### src/rtl/i2s_pkg.sv
// Shared types and slot-mapping helpers for the mixer-to-DAC audio path.
// Latency: none; this file holds declarations and pure functions only.
// Backpressure: none; the package has no handshake of its own.
package i2s_pkg;

  localparam int SAMPLE_W   = 16;
  localparam int SLOTS      = 32;
  localparam int SLOT_W     = $clog2(SLOTS);
  localparam int HALF_SLOTS = SLOTS / 2;
  localparam int BIT_IDX_W  = $clog2(SAMPLE_W);

  typedef logic [SLOT_W-1:0]          slot_t;
  typedef logic signed [SAMPLE_W-1:0] sample_t;

  // Word-select level: left word in the first half of the frame.
  typedef enum logic {
    LR_LEFT  = 1'b0,
    LR_RIGHT = 1'b1
  } lr_t;

  // Word-select level for a given slot.
  function automatic lr_t slot_lr(input slot_t slot);
    return (slot >= slot_t'(HALF_SLOTS)) ? LR_RIGHT : LR_LEFT;
  endfunction

  // Data bit for slots 1..31. Left word uses bit 16-slot and right word
  // bit 32-slot; both equal (16-slot) mod 16, so a truncated subtraction
  // covers both halves. Slot 0 carries the previous sample's LSB and is
  // handled by the caller.
  function automatic logic slot_bit(input slot_t slot, input sample_t s);
    logic [BIT_IDX_W-1:0] idx;
    idx = BIT_IDX_W'(slot_t'(SAMPLE_W) - slot);
    return s[idx];
  endfunction

endpackage

### src/rtl/i2s_tx_sample_fifo.sv
// Synchronous sample FIFO with occupancy output.
// Latency: a pushed entry is visible at data_o the cycle after the push.
// Backpressure: push ignored when full, pop ignored when empty.
import i2s_pkg::*;

module sample_fifo #(
  parameter  int DEPTH = 4,
  localparam int LVL_W = $clog2(DEPTH) + 1
) (
  input  logic                clk_i,
  input  logic                reset_i,
  input  logic                push_i,
  input  logic [SAMPLE_W-1:0] data_i,
  input  logic                pop_i,
  output logic [SAMPLE_W-1:0] data_o,
  output logic                full_o,
  output logic                empty_o,
  output logic [LVL_W-1:0]    level_o
);

  localparam int PTR_W = $clog2(DEPTH);

  sample_t          mem_q [DEPTH];
  logic [PTR_W-1:0] wr_q;
  logic [PTR_W-1:0] rd_q;
  logic [LVL_W-1:0] cnt_q;
  logic             do_push;
  logic             do_pop;

  assign full_o  = (cnt_q == LVL_W'(DEPTH));
  assign empty_o = (cnt_q == '0);
  assign level_o = cnt_q;
  assign data_o  = mem_q[rd_q];
  assign do_push = push_i && !full_o;
  assign do_pop  = pop_i && !empty_o;

  // Pointers and occupancy; simultaneous push and pop leave the count alone.
  always_ff @(posedge clk_i) begin
    if (reset_i) begin
      wr_q  <= '0;
      rd_q  <= '0;
      cnt_q <= '0;
    end else begin
      if (do_push) wr_q <= wr_q + 1'b1;
      if (do_pop)  rd_q <= rd_q + 1'b1;
      case ({do_push, do_pop})
        2'b10:   cnt_q <= cnt_q + 1'b1;
        2'b01:   cnt_q <= cnt_q - 1'b1;
        default: cnt_q <= cnt_q;
      endcase
    end
  end

  // Sample storage; contents need no reset since occupancy gates reads.
  always_ff @(posedge clk_i) begin
    if (do_push) mem_q[wr_q] <= data_i;
  end

endmodule

### src/rtl/i2s_tx.sv
// I2S transmitter: queues mixed samples and serialises each as one stereo frame.
// Latency: a sample pushed into an empty FIFO reaches slot 1 (MSB) 2*CLK_DIV clks after the next frame boundary.
// Backpressure: sample_ready is registered !full; entries drain one per frame boundary.
import i2s_pkg::*;

module i2s_tx #(
  parameter int CLK_DIV    = 16,
  parameter int FIFO_DEPTH = 4
) (
  input  logic                clk,
  input  logic                reset,
  input  logic [SAMPLE_W-1:0] sample_in,
  input  logic                sample_valid,
  output logic                sample_ready,
  output logic                sclk,
  output logic                lrclk,
  output logic                sdata,
  output logic                underrun
);

  localparam int DIV_W = $clog2(CLK_DIV);
  localparam int LVL_W = $clog2(FIFO_DEPTH) + 1;

  // Bit-clock divider state
  logic [DIV_W-1:0] div_q;
  logic             sclk_q;

  // Frame state and registered pin drivers
  slot_t            slot_q;
  sample_t          sample_q;
  lr_t              lrclk_q;
  logic             sdata_q;
  logic             underrun_q;
  logic             ready_q;

  // Event strobes
  logic             tick;
  logic             fall;
  logic             boundary;
  slot_t            slot_next;

  // FIFO handshake
  logic             push;
  logic             pop;
  logic [SAMPLE_W-1:0] fifo_dout;
  logic             fifo_full;
  logic             fifo_empty;
  logic [LVL_W-1:0] fifo_level;
  logic [LVL_W-1:0] level_next;

  assign tick      = (div_q == DIV_W'(CLK_DIV - 1));
  assign fall      = tick && sclk_q;
  assign boundary  = fall && (slot_q == slot_t'(SLOTS - 1));
  assign slot_next = slot_q + 1'b1;

  // Pop uses the pre-push empty flag, so a sample arriving in the boundary
  // cycle is never bypassed straight into the frame.
  assign push = sample_valid && ready_q && !fifo_full;
  assign pop  = boundary && !fifo_empty;

  sample_fifo #(
    .DEPTH (FIFO_DEPTH)
  ) u_fifo (
    .clk_i   (clk),
    .reset_i (reset),
    .push_i  (push),
    .data_i  (sample_in),
    .pop_i   (pop),
    .data_o  (fifo_dout),
    .full_o  (fifo_full),
    .empty_o (fifo_empty),
    .level_o (fifo_level)
  );

  // Occupancy after this cycle's push/pop, used to register sample_ready.
  always_comb begin
    level_next = fifo_level;
    case ({push, pop})
      2'b10:   level_next = fifo_level + 1'b1;
      2'b01:   level_next = fifo_level - 1'b1;
      default: level_next = fifo_level;
    endcase
  end

  // Divider: wraps every CLK_DIV clks and toggles the bit clock.
  always_ff @(posedge clk) begin
    if (reset) begin
      div_q  <= '0;
      sclk_q <= 1'b0;
    end else if (tick) begin
      div_q  <= '0;
      sclk_q <= ~sclk_q;
    end else begin
      div_q  <= div_q + 1'b1;
    end
  end

  // Slot sequencing, frame loading and serial data on each falling bit clock.
  always_ff @(posedge clk) begin
    if (reset) begin
      slot_q     <= '0;
      sample_q   <= '0;
      lrclk_q    <= LR_LEFT;
      sdata_q    <= 1'b0;
      underrun_q <= 1'b0;
    end else begin
      underrun_q <= 1'b0;
      if (fall) begin
        slot_q  <= slot_next;
        lrclk_q <= slot_lr(slot_next);
        if (boundary) begin
          // Slot 0 carries the outgoing sample's LSB; the sdata register
          // itself holds it, so it must be taken before sample_q reloads.
          sdata_q    <= sample_q[0];
          sample_q   <= pop ? sample_t'(fifo_dout) : sample_t'('0);
          underrun_q <= fifo_empty;
        end else begin
          sdata_q <= slot_bit(slot_next, sample_q);
        end
      end
    end
  end

  // Ready is registered from the post-update occupancy; low while in reset.
  always_ff @(posedge clk) begin
    if (reset) begin
      ready_q <= 1'b0;
    end else begin
      ready_q <= (level_next != LVL_W'(FIFO_DEPTH));
    end
  end

  assign sample_ready = ready_q;
  assign sclk         = sclk_q;
  assign lrclk        = lrclk_q;
  assign sdata        = sdata_q;
  assign underrun     = underrun_q;

endmodule

### config.mk
export PLATFORM = sky130hd
export DESIGN_NAME = i2s_tx
export DESIGN_NICKNAME = d
export VERILOG_FILES = /design/src/rtl/i2s_pkg.sv /design/src/rtl/i2s_tx_sample_fifo.sv /design/src/rtl/i2s_tx.sv
export SDC_FILE = /design/constraint.sdc
export NUM_CORES = 1
export LEC_CHECK = 0
export BUFFER_PORTS_ARGS = -buffer_cell sky130_fd_sc_hd__buf_2
export CORE_ASPECT_RATIO = 0.6
export CORE_MARGIN = 4
export CORE_UTILIZATION = 55
export CTS_BUF_LIST = sky130_fd_sc_hd__clkbuf_4
export CTS_CLUSTER_SIZE = 40
export DETAILED_ROUTE_END_ITERATION = 6
export GPL_ROUTABILITY_DRIVEN = 0
export PLACE_DENSITY = 0.75
export REMOVE_ABC_BUFFERS = 1
export SYNTH_ARGS = -nofsm -noshare
export SYNTH_HDL_FRONTEND = slang
export SYNTH_SLANG_ARGS = --single-unit
### constraint.sdc
create_clock -name clk -period 3.35 [get_ports clk]
set_clock_uncertainty 0.15 [all_clocks]
set_input_delay 0 -clock clk [delete_from_list [all_inputs] [get_ports clk]]
set_output_delay 0 -clock clk [all_outputs]
set_load 0.02 [all_outputs]
==> results.json, run 1 <==
{
  "endpoint_kind": "register",
  "maxCapViolations": 0,
  "reg2reg_slack_ns": 0.45,
  "finalSetupViolCount": 0,
  "layout_common_cells": "64 x edfxtp_1, 38 x dfxtp_1, 31 x nor2_1, 23 x buf_2, 19 x dlygate4sd3_1",
  "drt_iter0_markers": 202,
  "reg2reg_depth": 11,
  "synth_cells": 275,
  "cp-endpoint": "sample_ready",
  "cts_resized": 0,
  "vias": 2318,
  "placed_area_sq_mm": 0.00436,
  "pwr-share-comb_pct": 5.0,
  "start_util_pct": 56.7,
  "grt_pass1_wl_um": 11800,
  "design_area_sq_mm": 0.00469,
  "cpPeakStageDelay_ns": 0.44,
  "numCtsBuffers": 9,
  "grt_setup_unrepaired": "false",
  "vias_per_cell": 5.40,
  "h-tree-depth": 3,
  "root_buffer": "clkbuf_4",
  "core_area_sq_mm": 0.00730,
  "nNetsFinal": 352,
  "power_density_mw_per_mm2": 449,
  "critPathLaunchType": "register",
  "cts.sinks": 102,
  "routed_wirelength_um": 6960,
  "p_leak_uw": 0.00163,
  "io_pins": 24,
  "min_period_ns": 2.90,
  "drt.antenna.violating_nets": 0,
  "cts_tree": "built",
  "antenna_found_initial": 0,
  "avgSynthCellArea_sq_um": 15.0,
  "hold_path_class": "in2reg",
  "dr.pass1.iters": 4,
  "cts.clk_slew.worst_paths_ns": 0.15,
  "die_w_um": 120,
  "outcome": "complete, no violations",
  "worst-slew-pin-transition_ns": 0.800,
  "grt_usage_pct": 17.7,
  "area_delta_synth_final_pct": 13.4,
  "seqPwrFrac_pct": 65.0,
  "required_ns": 3.53,
  "fill_cells": 551,
  "grt_max_degree": 38,
  "path_class": "reg2reg",
  "io_buffers": 23,
  "post_cts_buffers": 0,
  "peakVddDrop_uv": 332,
  "drc": 0,
  "setup_tns_ns": 0,
  "reg2reg_from": "div_q[0]",
  "p_int_uw": 1660,
  "multi_input_area_sq_mm": 0.00134,
  "yosys_warnings": 0,
  "critPathSlowestCell": "and4_1",
  "clk_path_buf_depth": 2,
  "clock.fmax_mhz": 345,
  "dp_hpwl_um": 4430,
  "finalCritPeriodShare_pct": 86.6,
  "clockPowerShare_pct": 30.1,
  "crit_fanout": 20,
  "grt.overflow.total": 0,
  "startpoint": "div_q[0]",
  "yosysUniqueCellTypes": 44,
  "antenna_cells": 0,
  "synth-seq-area-share_pct": 64.9,
  "r2r_end": "sample_ready",
  "cts_hold_buf": 19,
  "regArea_sq_mm": 0.00268,
  "yosys_register_bits": 102,
  "netlist_area_sq_mm": 0.00414,
  "die_area_sq_mm": 0.00902,
  "path_cells": "ha_1, and4_1, nand2_2, a21oi_2, buf_4, ha_1, inv_1, o22ai_1, o21ai_0, o31ai_1, a21oi_1",
  "fp-row-count": 24,
  "cp.arrival_ns": 3.08,
  "final_common_cell": "edfxtp_1",
  "clk_latency_ns": 0.45,
  "slew_headroom_pct": 46.6,
  "slew_violations": 0,
  "p_sw_uw": 450,
  "drive_gt1_share_pct": 20.3,
  "grt_pass1_vias": 2290,
  "hold_viol": 0,
  "critPathMostFrequentCell": "ha_1",
  "die_y_um": 75.2,
  "wl_per_cell_um": 16.2,
  "swShare_pct": 21.4
}
==> critical path, delay by kind of cell (launching register included) <==
kind                       cells  cell delay [ns]
AOI/OAI and AO/OA              5             0.66
adders and majority gates      2             0.46
buffers and inverters          2             0.34
DFF                            1             0.40
and+or+nand+nor                2             0.76
==> cell families (layout without fill, tap and decap cells) <==
| group | count (synthesis) | after routing | share of synthesized area [%] |
|---|---|---|---|
| buffers and inverters | 26 | 76 | 2.84 |
| muxes | 25 | 25 | 12.5 |
| and+or+nand+nor | 60 | 60 | 6.96 |
| AOI/OAI and AO/OA | 39 | 39 | 6.81 |
| adders and majority gates | 13 | 13 | 3.93 |
| DFF | 102 | 102 | 64.9 |
| xor gates and xnor gates | 10 | 10 | 2.12 |
==> per-layer routing <==
metal	routed length, um	vias up	global-route usage [%]	share of wire (%)
met2	3020	52	26.6	43
met1	3440	1129	24.5	49
met3	405	11	5.78	5.8
met4	102	0	7.11	1.5
met5	0	-	0	0
li1	-	1126	-	-
==> final cells by class <==
type	instances	share of cell area (%)
multi-input cells	147	28.5
flip-flops and latches	102	57.2
repair buffers	49	7.63
clock inverters	5	1.28
clock buffers	11	1.76
well taps	104	2.77
inverters	11	0.880
==> power groups by stage <==
stage | clock, uW | combinational [uW] | sequential [uW]
floorplan | 0 | 46.3 | 1390
global placement | 0 | 85.7 | 1390
detailed placement | 0 | 88.3 | 1400
CTS | 647 | 106 | 1370
global route | 710 | 117 | 1370
finish | 633 | 105 | 1370
==> worst min-delay path by stage <==
| stage | startpoint | slack, ns | cells past startpoint | end |
|---|---|---|---|---|
| 5_1_grt | sample_in[5] | 0.11 | 2 | u_fifo.mem_q[3][5] |
| 2_1_floorplan | reset | -0.08 | 1 | sdata |
| 3_3_place_gp | sample_in[14] | 0.06 | 1 | u_fifo.mem_q[3][14] |
| 4_1_cts | sample_in[2] | 0.11 | 2 | u_fifo.mem_q[1][2] |
| 6_report | sample_in[13] | 0.15 | 2 | u_fifo.mem_q[1][13] |
| 3_5_place_dp | sample_in[2] | 0.07 | 1 | u_fifo.mem_q[1][2] |
==> cell usage after synthesis <==
library cell	n	area (sq um)
edfxtp_1	64	1920
dfxtp_1	38	761
nor2_1	31	116
a22oi_1	18	135
mux4_2	16	360
ha_1	13	163
inv_1	11	41.3
nand2_1	8	30.0
a21oi_1	6	30.0
clkbuf_1	6	22.5
mux2i_1	5	50.1
xnor2_1	5	43.8
xor2_1	5	43.8
and2_1	4	25.0
buf_2	4	20.0
mux4_1	4	105
o21ai_0	4	20.0
and3_1	2	12.5
buf_1	2	7.51
buf_4	2	15.0
nand2b_1	2	12.5
nand3_1	2	10.0
o21a_1	2	15.0
a211oi_1	1	7.51
a21boi_1	1	7.51
a21oi_2	1	8.76
a311oi_2	1	15.0
and4_1	1	8.76
buf_6	1	11.3
nand2_2	1	6.26
nand4_1	1	6.26
nand4b_1	1	8.76
nand4bb_1	1	11.3
nor2b_1	1	6.26
nor3_1	1	5.00
nor3b_1	1	7.51
nor4b_1	1	8.76
o2111ai_1	1	8.76
o211ai_2	1	12.5
o21bai_1	1	7.51
o22ai_1	1	6.26
o31ai_1	1	7.51
or2_1	1	6.26
or3_1	1	6.26
==> per-stage QoR <==
stage / worst slack, ns / hold WS [ns] / cells / total power (uW) / util [%]
after floorplan: 0.446 / -0.0821 / 260 / 1440 / -
after global placement: 0.622 / 0.0631 / 394 / 1480 / 59.7
after detailed placement: 0.458 / 0.0704 / 394 / 1480 / 59.7
after CTS: 0.454 / 0.113 / 429 / 2120 / 64.3
after global routing: 0.235 / 0.107 / 429 / 2200 / 64.3
final: 0.449 / 0.146 / 429 / 2110 / 64.3
==> registers in the layout (all words and copies together) (netlist names), named ones only <==
signal	flops
sample_q	16
u_fifo.mem_q	64
underrun	1
sample_ready	1
sclk	1
u_fifo.wr_q	2
sdata	1
slot_q	5
u_fifo.level_o	3
div_q	4
u_fifo.rd_q	2
Note: power is estimated with default switching activity, not from simulation.
==> run 2: changes to the inputs <==
--- a/config.mk
+++ b/config.mk
@@ -6,8 +6,7 @@
 export NUM_CORES = 1
 export LEC_CHECK = 0
 export BUFFER_PORTS_ARGS = -buffer_cell sky130_fd_sc_hd__buf_2
-export CORE_ASPECT_RATIO = 0.6
-export CORE_MARGIN = 4
+export CORE_ASPECT_RATIO = 1.1
 export CORE_UTILIZATION = 55
 export CTS_BUF_LIST = sky130_fd_sc_hd__clkbuf_4
 export CTS_CLUSTER_SIZE = 40
==> results.json, run 2 (synthesis results as in run 1) <==
{
  "outcome": "complete, no violations",
  "vias": 2297,
  "nNetsFinal": 351,
  "fin_cells": 409,
  "clk_latency_ns": 0.42,
  "required_ns": 3.50,
  "reg2reg_slack_ns": 0.57,
  "finalSetupViolCount": 0,
  "post_cts_buffers": 0,
  "drt_iter0_markers": 101,
  "io_pins": 24,
  "grt_pass1_vias": 2239,
  "cts_tree": "built",
  "hold_viol": 0,
  "drive_gt1_share_pct": 20.1,
  "hold_path_class": "in2reg",
  "layout_common_cells": "64 x edfxtp_1, 38 x dfxtp_1, 31 x nor2_1, 23 x buf_2",
  "placed_area_sq_mm": 0.00433,
  "grt_pass1_wl_um": 10600,
  "die_area_sq_mm": 0.00787,
  "maxCapViolations": 0,
  "reg.largest.list": "u_fifo.mem_q: 64 flops, sample_q: 16 flops, slot_q: 5 flops",
  "drt.antenna.violating_nets": 0,
  "root_buffer": "clkbuf_4",
  "grt_usage_pct": 17.9,
  "grt_max_degree": 38,
  "fin_hold_ws_ns": 0.166,
  "largest_reg_flops": 64,
  "dp_hpwl_um": 4070,
  "vias_per_cell": 5.62,
  "power_density_mw_per_mm2": 440,
  "slew_headroom_pct": 48.8,
  "peakVddDrop_uv": 310,
  "core_area_sq_mm": 0.00713,
  "design_area_sq_mm": 0.00464,
  "grt_setup_unrepaired": "false",
  "wl_per_cell_um": 15.7,
  "worstHoldStart": "sample_in[14]",
  "worst-slew-pin-transition_ns": 0.767,
  "setup_tns_ns": 0,
  "antenna_cells": 0,
  "grt.overflow.total": 0,
  "routed_wirelength_um": 6430,
  "slew_violations": 0,
  "min_period_ns": 2.78,
  "placedCellCount": 375,
  "cts_resized": 0,
  "clock.fmax_mhz": 360,
  "drc": 0,
  "cts.sinks": 102,
  "clk_path_buf_depth": 2,
  "io_buffers": 23,
  "numCtsBuffers": 9,
  "crit_fanout": 20,
  "dr.pass1.iters": 4,
  "path_class": "reg2reg",
  "final_common_cell": "edfxtp_1",
  "fp-row-count": 32,
  "critPathLaunchType": "register",
  "start_util_pct": 58.0,
  "die_y_um": 92.9,
  "antenna_found_initial": 0,
  "cts_hold_buf": 18,
  "h-tree-depth": 3,
  "p_leak_uw": 0.00161,
  "finalCritPeriodShare_pct": 83.0,
  "cp.arrival_ns": 2.93,
  "area_delta_synth_final_pct": 12.2,
  "endpoint_kind": "register",
  "cts.clk_slew.worst_paths_ns": 0.15,
  "die_w_um": 84.7,
  "startpoint": "slot_q[0]",
  "reg2reg_from": "slot_q[0]",
  "regMostFlops": "u_fifo.mem_q"
}
[run 2: critical path: stages, from the launching register on]
cell and delay, ns:
dfxtp_1 0.49, ha_1 0.24, and3_1 0.17, ha_1 0.20, nand2_2 0.23, a21oi_2 0.21, buf_4 0.27, ha_1 0.23
inv_1 0.07, o22ai_1 0.15, o21ai_0 0.09, o31ai_1 0.08, a21oi_1 0.10
[run 2: report_power, final]
part / internal (uW) / total [uW] / switching [uW]
registers: 1360 / 1370 / 10.6
clock network: 164 / 569 / 406
logic: 49.2 / 102 / 53.1
total: 1570 / 2040 / 470
[run 2: through the flow]
| step | worst slack [ns] | utilization (%) | total power, uW |
|---|---|---|---|
| after floorplan | 0.446 | - | 1440 |
| after global placement | 0.708 | 60.8 | 1480 |
| after detailed placement | 0.612 | 60.8 | 1480 |
| after CTS | 0.571 | 65.1 | 2060 |
| after global routing | 0.314 | 65.1 | 2120 |
| final | 0.571 | 65.1 | 2040 |
[run 2: worst paths after layout]
kind	end	depth (start not counted)
worst max-delay path	sample_ready	12
worst min-delay path	u_fifo.mem_q[0][14]	2
worst max register to register	sample_ready	12
worst min register to register	div_q[0]	1
[run 2: area by class of cell]
class	count	area, sq um
flip-flops and latches	102	2680
fillers	525	2490
multi-input cells	147	1340
repair buffers	48	348
well taps	85	106
clock buffers	9	67.6
clock inverters	7	58.8
inverters	11	41.3
[run 2: layer usage]
metal / share of wire [%] / track usage [%]
met4: 1.3 / 6.36
met1: 47 / 23.8
met3: 2.3 / 3.21
met2: 50 / 29.9
met5: 0 / 0
==> run 3: changes to the inputs <==
==> constraint.sdc (replaced) <==
create_clock -name clk -period 2.6 [get_ports clk]
set_clock_uncertainty 0.15 [all_clocks]
set_input_delay 0 -clock clk [delete_from_list [all_inputs] [get_ports clk]]
set_output_delay 0 -clock clk [all_outputs]
set_load 0.02 [all_outputs]
==> results.json, run 3 (synthesis results as in run 1) <==
{
  "die_area_sq_mm": 0.00787,
  "slew_violations": 0,
  "dr_wl_met3_um": 139,
  "routedLengthMet1_um": 3060,
  "vias": 2352,
  "numCtsBuffers": 9,
  "endpoint_kind": "register",
  "final_util_pct": 66.4,
  "min_period_ns": 2.33,
  "grt_pass1_wl_um": 11200,
  "peakVddDrop_uv": 555,
  "grt.overflow.total": 0,
  "outcome": "complete, no violations",
  "antenna_found_initial": 0,
  "hold_path_class": "in2reg",
  "critPathMostFrequentCell": "ha_1",
  "required_ns": 2.82,
  "antenna_cells": 0,
  "die_w_um": 84.7,
  "cp_top_family": "adder cells",
  "cts.clk_slew.worst_paths_ns": 0.16,
  "post_cts_buffers": 0,
  "nNetsFinal": 357,
  "path_cells": "ha_1, and3_1, ha_1, nand2_2, a21oi_4, buf_6, ha_1, mux2i_1, or3_1, a21oi_1",
  "fin_hold_ws_ns": 0.167,
  "clk_path_buf_depth": 2,
  "largest_reg_flops": 64,
  "cts_tree": "built",
  "wl_met2_um": 3590,
  "crit_buf_inv": 1,
  "clk_latency_ns": 0.43,
  "cpPeakStageDelay_ns": 0.39,
  "dp_hpwl_um": 4300,
  "final_common_cell": "edfxtp_1",
  "grt_max_degree": 38,
  "grt_usage_pct": 19.1,
  "fp-row-count": 32,
  "path_class": "reg2reg",
  "maxCapViolations": 0,
  "clock.fmax_mhz": 430,
  "hold_viol": 0,
  "die_y_um": 92.9,
  "drt_iter0_markers": 109,
  "regMostFlops": "u_fifo.mem_q",
  "power_density_mw_per_mm2": 576,
  "cp.arrival_ns": 2.54,
  "regArea_sq_mm": 0.00268,
  "p_leak_uw": 0.00166,
  "critPathSlowestCell": "dfxtp_2",
  "io_buffers": 23,
  "placed_area_sq_mm": 0.00438,
  "area_delta_synth_final_pct": 14.4,
  "fill_cells": 507,
  "drt.antenna.violating_nets": 0,
  "root_buffer": "clkbuf_4",
  "dr.pass1.iters": 4,
  "crit_fanout": 10,
  "highest_layer": "met4",
  "layout_common_cells": "64 x edfxtp_1, 37 x dfxtp_1, 31 x nor2_1, 24 x buf_2",
  "critPathLaunchType": "register",
  "core_area_sq_mm": 0.00713,
  "slew_headroom_pct": 54.9,
  "cts.sinks": 102,
  "routed_wirelength_um": 6890,
  "grt_pass1_vias": 2350,
  "reg.largest.list": "u_fifo.mem_q: 64 flops, sample_q: 16 flops, slot_q: 5 flops",
  "vias_per_cell": 5.67,
  "finalSetupViolCount": 0,
  "worst-slew-pin-transition_ns": 0.676,
  "h-tree-depth": 3,
  "drc": 0,
  "wl_per_cell_um": 16.6,
  "finalCritPeriodShare_pct": 89.5,
  "io_pins": 24,
  "start_util_pct": 58.0,
  "drive_gt1_share_pct": 22.1,
  "multi_input_area_sq_mm": 0.00135,
  "design_area_sq_mm": 0.00473,
  "grt_setup_unrepaired": "false"
}
run 3: worst register-to-register path: cells and delay by family (launching register included):
family,cells,cell delay [ns]
buf+inv,1,0.17
mux,1,0.10
flops,1,0.39
simple gates,3,0.57
fa+ha+maj,3,0.61
compound gates,2,0.30
run 3: per-stage QoR:
step,setup TNS (ns),setup WS [ns],cells,power (uW)
after global placement,0,0.228,380,1910
final,0,0.274,415,2730
after detailed placement,0,0.136,380,1910
after global routing,0,0.0391,415,2820
after floorplan,-0.641,-0.304,260,1860
after CTS,0,0.132,414,2750
run 3: final timing paths:
path	depth (start not counted)	to	slack, ns	from
worst max-delay path	10	u_fifo.level_o[2]	0.27	slot_q[1]
worst min-delay path	2	u_fifo.mem_q[2][4]	0.17	sample_in[4]
worst max register to register	10	u_fifo.level_o[2]	0.27	slot_q[1]
worst min register to register	1	div_q[0]	0.35	div_q[0]
run 3: area by class of cell:
type / count / area share [%]
inverters: 11 / 0.873
clock buffers: 9 / 1.43
flip-flops and latches: 102 / 56.7
repair buffers: 54 / 8.60
well taps: 85 / 2.25
multi-input cells: 147 / 28.4
clock inverters: 7 / 1.67
run 3: report_power, final:
group | internal (uW) | total (uW) | switching (uW)
Sequential | 1750 | 1760 | 14.0
Clock | 308 | 827 | 519
Combinational | 64.7 | 134 | 69.5
Total | 2120 | 2730 | 603
run 3: layer usage:
metal / global-route usage, % / vias up
li1: - / 1137
met5: 0 / -
met4: 6.78 / 0
met1: 23.9 / 1162
met2: 33.8 / 41
met3: 2.94 / 12
run 3: what timing repair did:
item | CTS | global route
resized for setup | 0 | 4
hold buffers | 18 | 0
setup endpoints to repair | 0 | 2
endpoints found under the hold margin | 97 | 0
